File: config.mk
export PLATFORM = sky130hd
export DESIGN_NAME = spi_ram_ctrl
export DESIGN_NICKNAME = d
export VERILOG_FILES = /design/src/rtl/spi_ram_pkg.sv /design/src/rtl/spi_ram_array.sv /design/src/rtl/spi_ram_ctrl.sv
export SDC_FILE = /design/constraint.sdc
export NUM_CORES = 2
export LEC_CHECK = 0
export CORE_ASPECT_RATIO = 1.2
export CORE_UTILIZATION = 32
export DETAILED_ROUTE_END_ITERATION = 8
export MAX_ROUTING_LAYER = met4
export PLACE_DENSITY_LB_ADDON = 0.3
export SLEW_MARGIN = 5
export SYNTH_ARGS = -nofsm -noshare
export SYNTH_HDL_FRONTEND = slang
export SYNTH_SLANG_ARGS = --single-unit
File: constraint.sdc
create_clock -name clk -period 2.6 [get_ports clk]
set_input_delay 0.26 -clock clk [delete_from_list [all_inputs] [get_ports clk]]
set_output_delay 0.26 -clock clk [all_outputs]
set_load 0.02 [all_outputs]
File: src/rtl/spi_ram_pkg.sv
// spi_ram_pkg: shared opcodes, sequence-state encoding and default geometry for spi_ram_ctrl
package spi_ram_pkg;
  localparam int MEM_DEPTH_DEF = 256;
  localparam int ADDR_SIZE_DEF = 8;
  typedef enum logic [1:0] {
    OP_WR_ADDR = 2'b00,
    OP_WR_DATA = 2'b01,
    OP_RD_ADDR = 2'b10,
    OP_RD_DATA = 2'b11
  } opcode_e;
  // bit 0 = write address loaded, bit 1 = read address loaded
  typedef enum logic [1:0] {
    ST_NONE  = 2'b00,
    ST_WR_OK = 2'b01,
    ST_RD_OK = 2'b10,
    ST_BOTH  = 2'b11
  } seq_state_e;
endpackage

File: src/rtl/spi_ram_array.sv
// spi_ram_array: byte-wide storage, one write port and one registered read port, no reset
// Ports: clk; we_i/waddr_i/wdata_i write port; re_i/raddr_i read request; rdata_o holds the
// last read byte until the next read request.
module spi_ram_array #(
  parameter int DEPTH = 256,
  parameter int AW    = 8
) (
  input  logic          clk,
  input  logic          we_i,
  input  logic [AW-1:0] waddr_i,
  input  logic [7:0]    wdata_i,
  input  logic          re_i,
  input  logic [AW-1:0] raddr_i,
  output logic [7:0]    rdata_o
);
  logic [7:0] mem_q [DEPTH];
  always_ff @(posedge clk) begin
    if (we_i) mem_q[waddr_i] <= wdata_i;
    if (re_i) rdata_o <= mem_q[raddr_i];
  end
endmodule

File: src/rtl/spi_ram_ctrl.sv
// spi_ram_ctrl: command decoder between an SPI slave and a byte RAM
// Ports: clk; rst_n async active-low; din[9:8] opcode, din[7:0] payload, qualified by rx_valid;
// dout read byte qualified by a one-cycle tx_valid; cmd_err pulses on an out-of-sequence command.
// Build option: define SPI_RAM_AUTOINC_EN to post-increment wr_addr/rd_addr after each
// accepted WR_DATA/RD_DATA.
module spi_ram_ctrl
  import spi_ram_pkg::*;
#(
  parameter int MEM_DEPTH = MEM_DEPTH_DEF,
  parameter int ADDR_SIZE = ADDR_SIZE_DEF
) (
  input  logic       clk,
  input  logic       rst_n,
  input  logic [9:0] din,
  input  logic       rx_valid,
  output logic [7:0] dout,
  output logic       tx_valid,
  output logic       cmd_err
);
  if (MEM_DEPTH != 2 ** ADDR_SIZE) begin : g_depth_chk
    $error("spi_ram_ctrl: MEM_DEPTH must equal 2**ADDR_SIZE");
  end
  seq_state_e state_q, state_d;
  logic [ADDR_SIZE-1:0] wr_addr_q, wr_addr_d, rd_addr_q, rd_addr_d;
  logic live_q, rd_seen_q, tx_valid_q, cmd_err_q;
  logic accept, wr_ok, rd_ok, do_wr, do_rd, bad_cmd;
  logic [7:0] rdata;
  opcode_e op;
  // live_q stays low for the first edge after reset release, so a command there is ignored
  assign accept  = rx_valid && live_q;
  assign op      = opcode_e'(din[9:8]);
  assign wr_ok   = state_q[0];
  assign rd_ok   = state_q[1];
  assign do_wr   = accept && op == OP_WR_DATA && wr_ok;
  assign do_rd   = accept && op == OP_RD_DATA && rd_ok;
  assign bad_cmd = accept && ((op == OP_WR_DATA && !wr_ok) || (op == OP_RD_DATA && !rd_ok));
  always_comb begin
    state_d = state_q;
    if (accept && op == OP_WR_ADDR) state_d = rd_ok ? ST_BOTH : ST_WR_OK;
    if (accept && op == OP_RD_ADDR) state_d = wr_ok ? ST_BOTH : ST_RD_OK;
  end
`ifdef SPI_RAM_AUTOINC_EN
  assign wr_addr_d = (accept && op == OP_WR_ADDR) ? din[ADDR_SIZE-1:0] :
                     do_wr ? wr_addr_q + ADDR_SIZE'(1) : wr_addr_q;
  assign rd_addr_d = (accept && op == OP_RD_ADDR) ? din[ADDR_SIZE-1:0] :
                     do_rd ? rd_addr_q + ADDR_SIZE'(1) : rd_addr_q;
`else
  assign wr_addr_d = (accept && op == OP_WR_ADDR) ? din[ADDR_SIZE-1:0] : wr_addr_q;
  assign rd_addr_d = (accept && op == OP_RD_ADDR) ? din[ADDR_SIZE-1:0] : rd_addr_q;
`endif
  always_ff @(posedge clk or negedge rst_n) begin
    if (!rst_n) begin
      state_q    <= ST_NONE;
      wr_addr_q  <= '0;
      rd_addr_q  <= '0;
      live_q     <= 1'b0;
      rd_seen_q  <= 1'b0;
      tx_valid_q <= 1'b0;
      cmd_err_q  <= 1'b0;
    end else begin
      state_q    <= state_d;
      wr_addr_q  <= wr_addr_d;
      rd_addr_q  <= rd_addr_d;
      live_q     <= 1'b1;
      rd_seen_q  <= rd_seen_q || do_rd;
      tx_valid_q <= do_rd;
      cmd_err_q  <= bad_cmd;
    end
  end
  // The RAM read register is not reset; mask it to zero until the first read after reset.
  // A write followed next cycle by a read of the same address sees the new byte naturally.
  spi_ram_array #(.DEPTH(MEM_DEPTH), .AW(ADDR_SIZE)) u_array (
    .clk    (clk),
    .we_i   (do_wr),
    .waddr_i(wr_addr_q),
    .wdata_i(din[7:0]),
    .re_i   (do_rd),
    .raddr_i(rd_addr_q),
    .rdata_o(rdata)
  );
  assign dout     = rd_seen_q ? rdata : 8'h00;
  assign tx_valid = tx_valid_q;
  assign cmd_err  = cmd_err_q;
endmodule

==> results_dict.tcl <==
set metrics [dict create \
    outcome "complete, but fails checks" \
    violations "setup timing" \
    hold_path.class "primary input to register" \
    crit_path_end "u_array.rdata_o[2]" \
    initial_core_util_pct 32.30 \
    place.gp.congestion 0.8750 \
    crit_path_end_kind "register" \
    synth_area_leaders "edfxtp_1 76%, mux4_2 12%, mux2i_1 3.1%" \
    wirelength_um 236400 \
    grt_pass1_wl_um 336900 \
    cts_tree "yes" \
    first_pass_iters 7 \
    drive_gt1_share_pct 36.83 \
    synth_seq_area_share_pct 76.91 \
    ys.flop_type "edfxtp_1" \
    crit_arrival_ps 3640 \
    crit_chain "buf_12 -> buf_16 -> buf_4 -> mux4_2 -> mux4_2 -> a32o_2 -> nor3_4 -> nor3_2" \
    rows 201 \
    fin_setup_tns_ps -3228 \
    drc 0 \
    port_buffers 22 \
    ioPinCount 23 \
    yosys_warnings 0 \
    postRouteAntennaNets 0 \
    leakage_nw 33.09 \
    final_area_um2 100600 \
    ff2ff_path_depth 8 \
    die_area_um2 255100 \
    setup_viol 8 \
    wl_per_cell_um 28.14 \
    areaGrowthSynthToFinish_pct 24.21 \
    peakVddDrop_mv 0.7614 \
    path_clk_slew_ps 60 \
    crit_path_start_kind "register" \
    min_period_over_period_pct 117.2 \
    cp_data_required_time_ps 3190 \
    r2r-end "u_array.rdata_o[2]" \
    rrSetupSlack_ps -450 \
    crit_start "rd_addr_q[0]" \
    cp_slowest_stage_delay_ps 550 \
    clk-insertion-delay-late_ps 850 \
    htree_num_levels 4 \
    finalHoldViolations 0 \
    crit_top_cell "mux4_2" \
    rsz0062_at_grt "yes" \
    finalMaxSlewViolations 0 \
    setup_ws_ps -447.7 \
    dp_slack_ps -1208 \
    critical_path_class "register to register" \
    netlist_instances 3925 \
    maxCapViolations 0 \
    power_density_nw_per_um2 822.7 \
    drt_iter0_drc 4033 \
    die_w_um 461.2 \
    synth_top_area_share_pct 76.23 \
    holdCritStartpoint "din[6]" \
    num_vias 42990 \
    yosysTopAreaCell "edfxtp_1" \
    clkSinkCount 2078 \
    clockBufferDepth 3 \
    finClkSkew_ps 31.39 \
    avgSynthCellArea_um2 20.63 \
    period_needed_ps 3048 \
    vias_per_cell 5.117 \
    placement.cell_area_um2 92190 \
    async_reset_ff_share_pct 1.059 \
    netlist_top_cells_count "2056 x edfxtp_1, 414 x mux4_2, 287 x nor2_1" \
    slew_headroom_pct 28.51 \
    path_max_fanout 14 \
    clock-root-buffer "clkbuf_16" \
    antenna_found_initial 2 \
    worst_pin_slew_ps 1072 \
    fmax_mhz 328.1 \
    grt_overflow 0 \
    synthDistinctLibCells 57 \
    synth_nets 3938 \
    yosysMostFrequentCell "edfxtp_1" \
    r2r-start "rd_addr_q[0]" \
    synth_seq_cells 2078 \
    grt_max_degree 100 \
    synth.cell_area_um2 80990 \
    dp_hpwl_um 157100 \
    grt_usage_pct 19.01 \
    core-area_um2 250700 \
    dieHeight_um 553.1 \
    synth-edff-count 2056 \
    grt_pass1_vias 44800 \
    slowest_stage "mux4_2" \
    cts_buffers 205 \
    fin_nets 4899 \
]
-- stage by stage --
stage                     power (mW)  std cells  hold WS, ps  util, %
after floorplan                45.42       3925       -35.59        -
after global placement         53.02       7979        443.6    36.77
after detailed placement       53.05       7979        457.5    36.77
after CTS                      83.19       8400        5.541    40.01
after global routing           85.10       8400        69.92    40.12
final                          82.76       8401        48.36    40.12
-- kinds of logic (layout without fill, tap and decap cells) --
kind of cell           count (synthesis)  in the layout  synth area share [%]
multiplexers                         702            702                 15.13
AND/OR/NAND/NOR                      546            546                 2.997
flip-flops                          2078           2078                 76.91
other                                  1              3              0.004630
AO/OA/AOI/OAI                        361            361                 3.150
buffers and inverters                237           1362                 1.803
-- placed cells by master (no fill, tap or decap), types with 19 or more instances in the layout --
| cell | instances |
|---|---|
| clkbuf_16 | 208 |
| a22oi_1 | 31 |
| nand3_1 | 30 |
| nor2b_1 | 21 |
| mux4_2 | 414 |
| buf_4 | 805 |
| clkinv_2 | 43 |
| mux2i_1 | 243 |
| clkinv_1 | 45 |
| a21oi_1 | 44 |
| and2_1 | 19 |
| edfxtp_1 | 2056 |
| mux2_2 | 38 |
| nor2_1 | 282 |
| buf_12 | 106 |
| clkbuf_1 | 44 |
| nand2_1 | 74 |
| o22ai_1 | 72 |
| o221ai_1 | 47 |
-- what timing repair did --
action,in CTS,in global routing
endpoints found under the setup margin,16,10
gates cloned,12,1
endpoints found under the hold margin,122,0
resized for setup,200,62
pin swaps,33,18
hold buffers,3,0
buffers inserted,38,3
-- report_power, final --
part	switching, mW	internal, mW
clock network	12.7	16.1
registers	0.166	36.9
logic	9.16	7.74
total	22.0	60.8
-- registers in the layout (all words and copies together), names as in the netlist --
register / cells
cmd_err: 1
live_q: 1
rd_addr_q: 8
rd_seen_q: 1
state_q: 2
tx_valid: 1
u_array.mem_q: 2048
u_array.rdata_o: 8
wr_addr_q: 8
-- per-layer routing --
metal / vias to the layer above / global-route usage [%] / wire length, um
li1: 18270 / - / -
met1: 23130 / 23.02 / 93340
met5: - / - / 0
met4: 0 / 6.169 / 7635
met2: 1248 / 32.94 / 125000
met3: 338 / 2.145 / 10440
-- critical path, delay by kind of cell (launching register included) --
family	cells	cell delay, ps
flops	1	440
compound gates	1	300
mux	2	1060
simple gates	2	350
buf+inv	3	580
-- final cells by class --
class / instances / area [um^2]
Inverter: 8 / 32.53
Clock buffer: 252 / 5359
Sequential cell: 2078 / 62310
Clock inverter: 119 / 1049
Antenna cell: 2 / 5.005
Tap cell: 3349 / 4190
Multi-Input combinational cell: 1610 / 18260
Timing Repair Buffer: 983 / 9389
Fill cell: 22340 / 150100
-- worst min-delay path by stage --
| stage | to | cells after the start | slack (ps) |
|---|---|---|---|
| global route | tx_valid | 3 | 70 |
| finish | u_array.mem_q[61][6] | 1 | 50 |
| CTS | tx_valid | 3 | 6 |
| global placement | state_q[0] | 1 | 440 |
| detailed placement | state_q[1] | 1 | 460 |
| floorplan | cmd_err | 0 | -40 |
(Power assumes the default switching activity.)
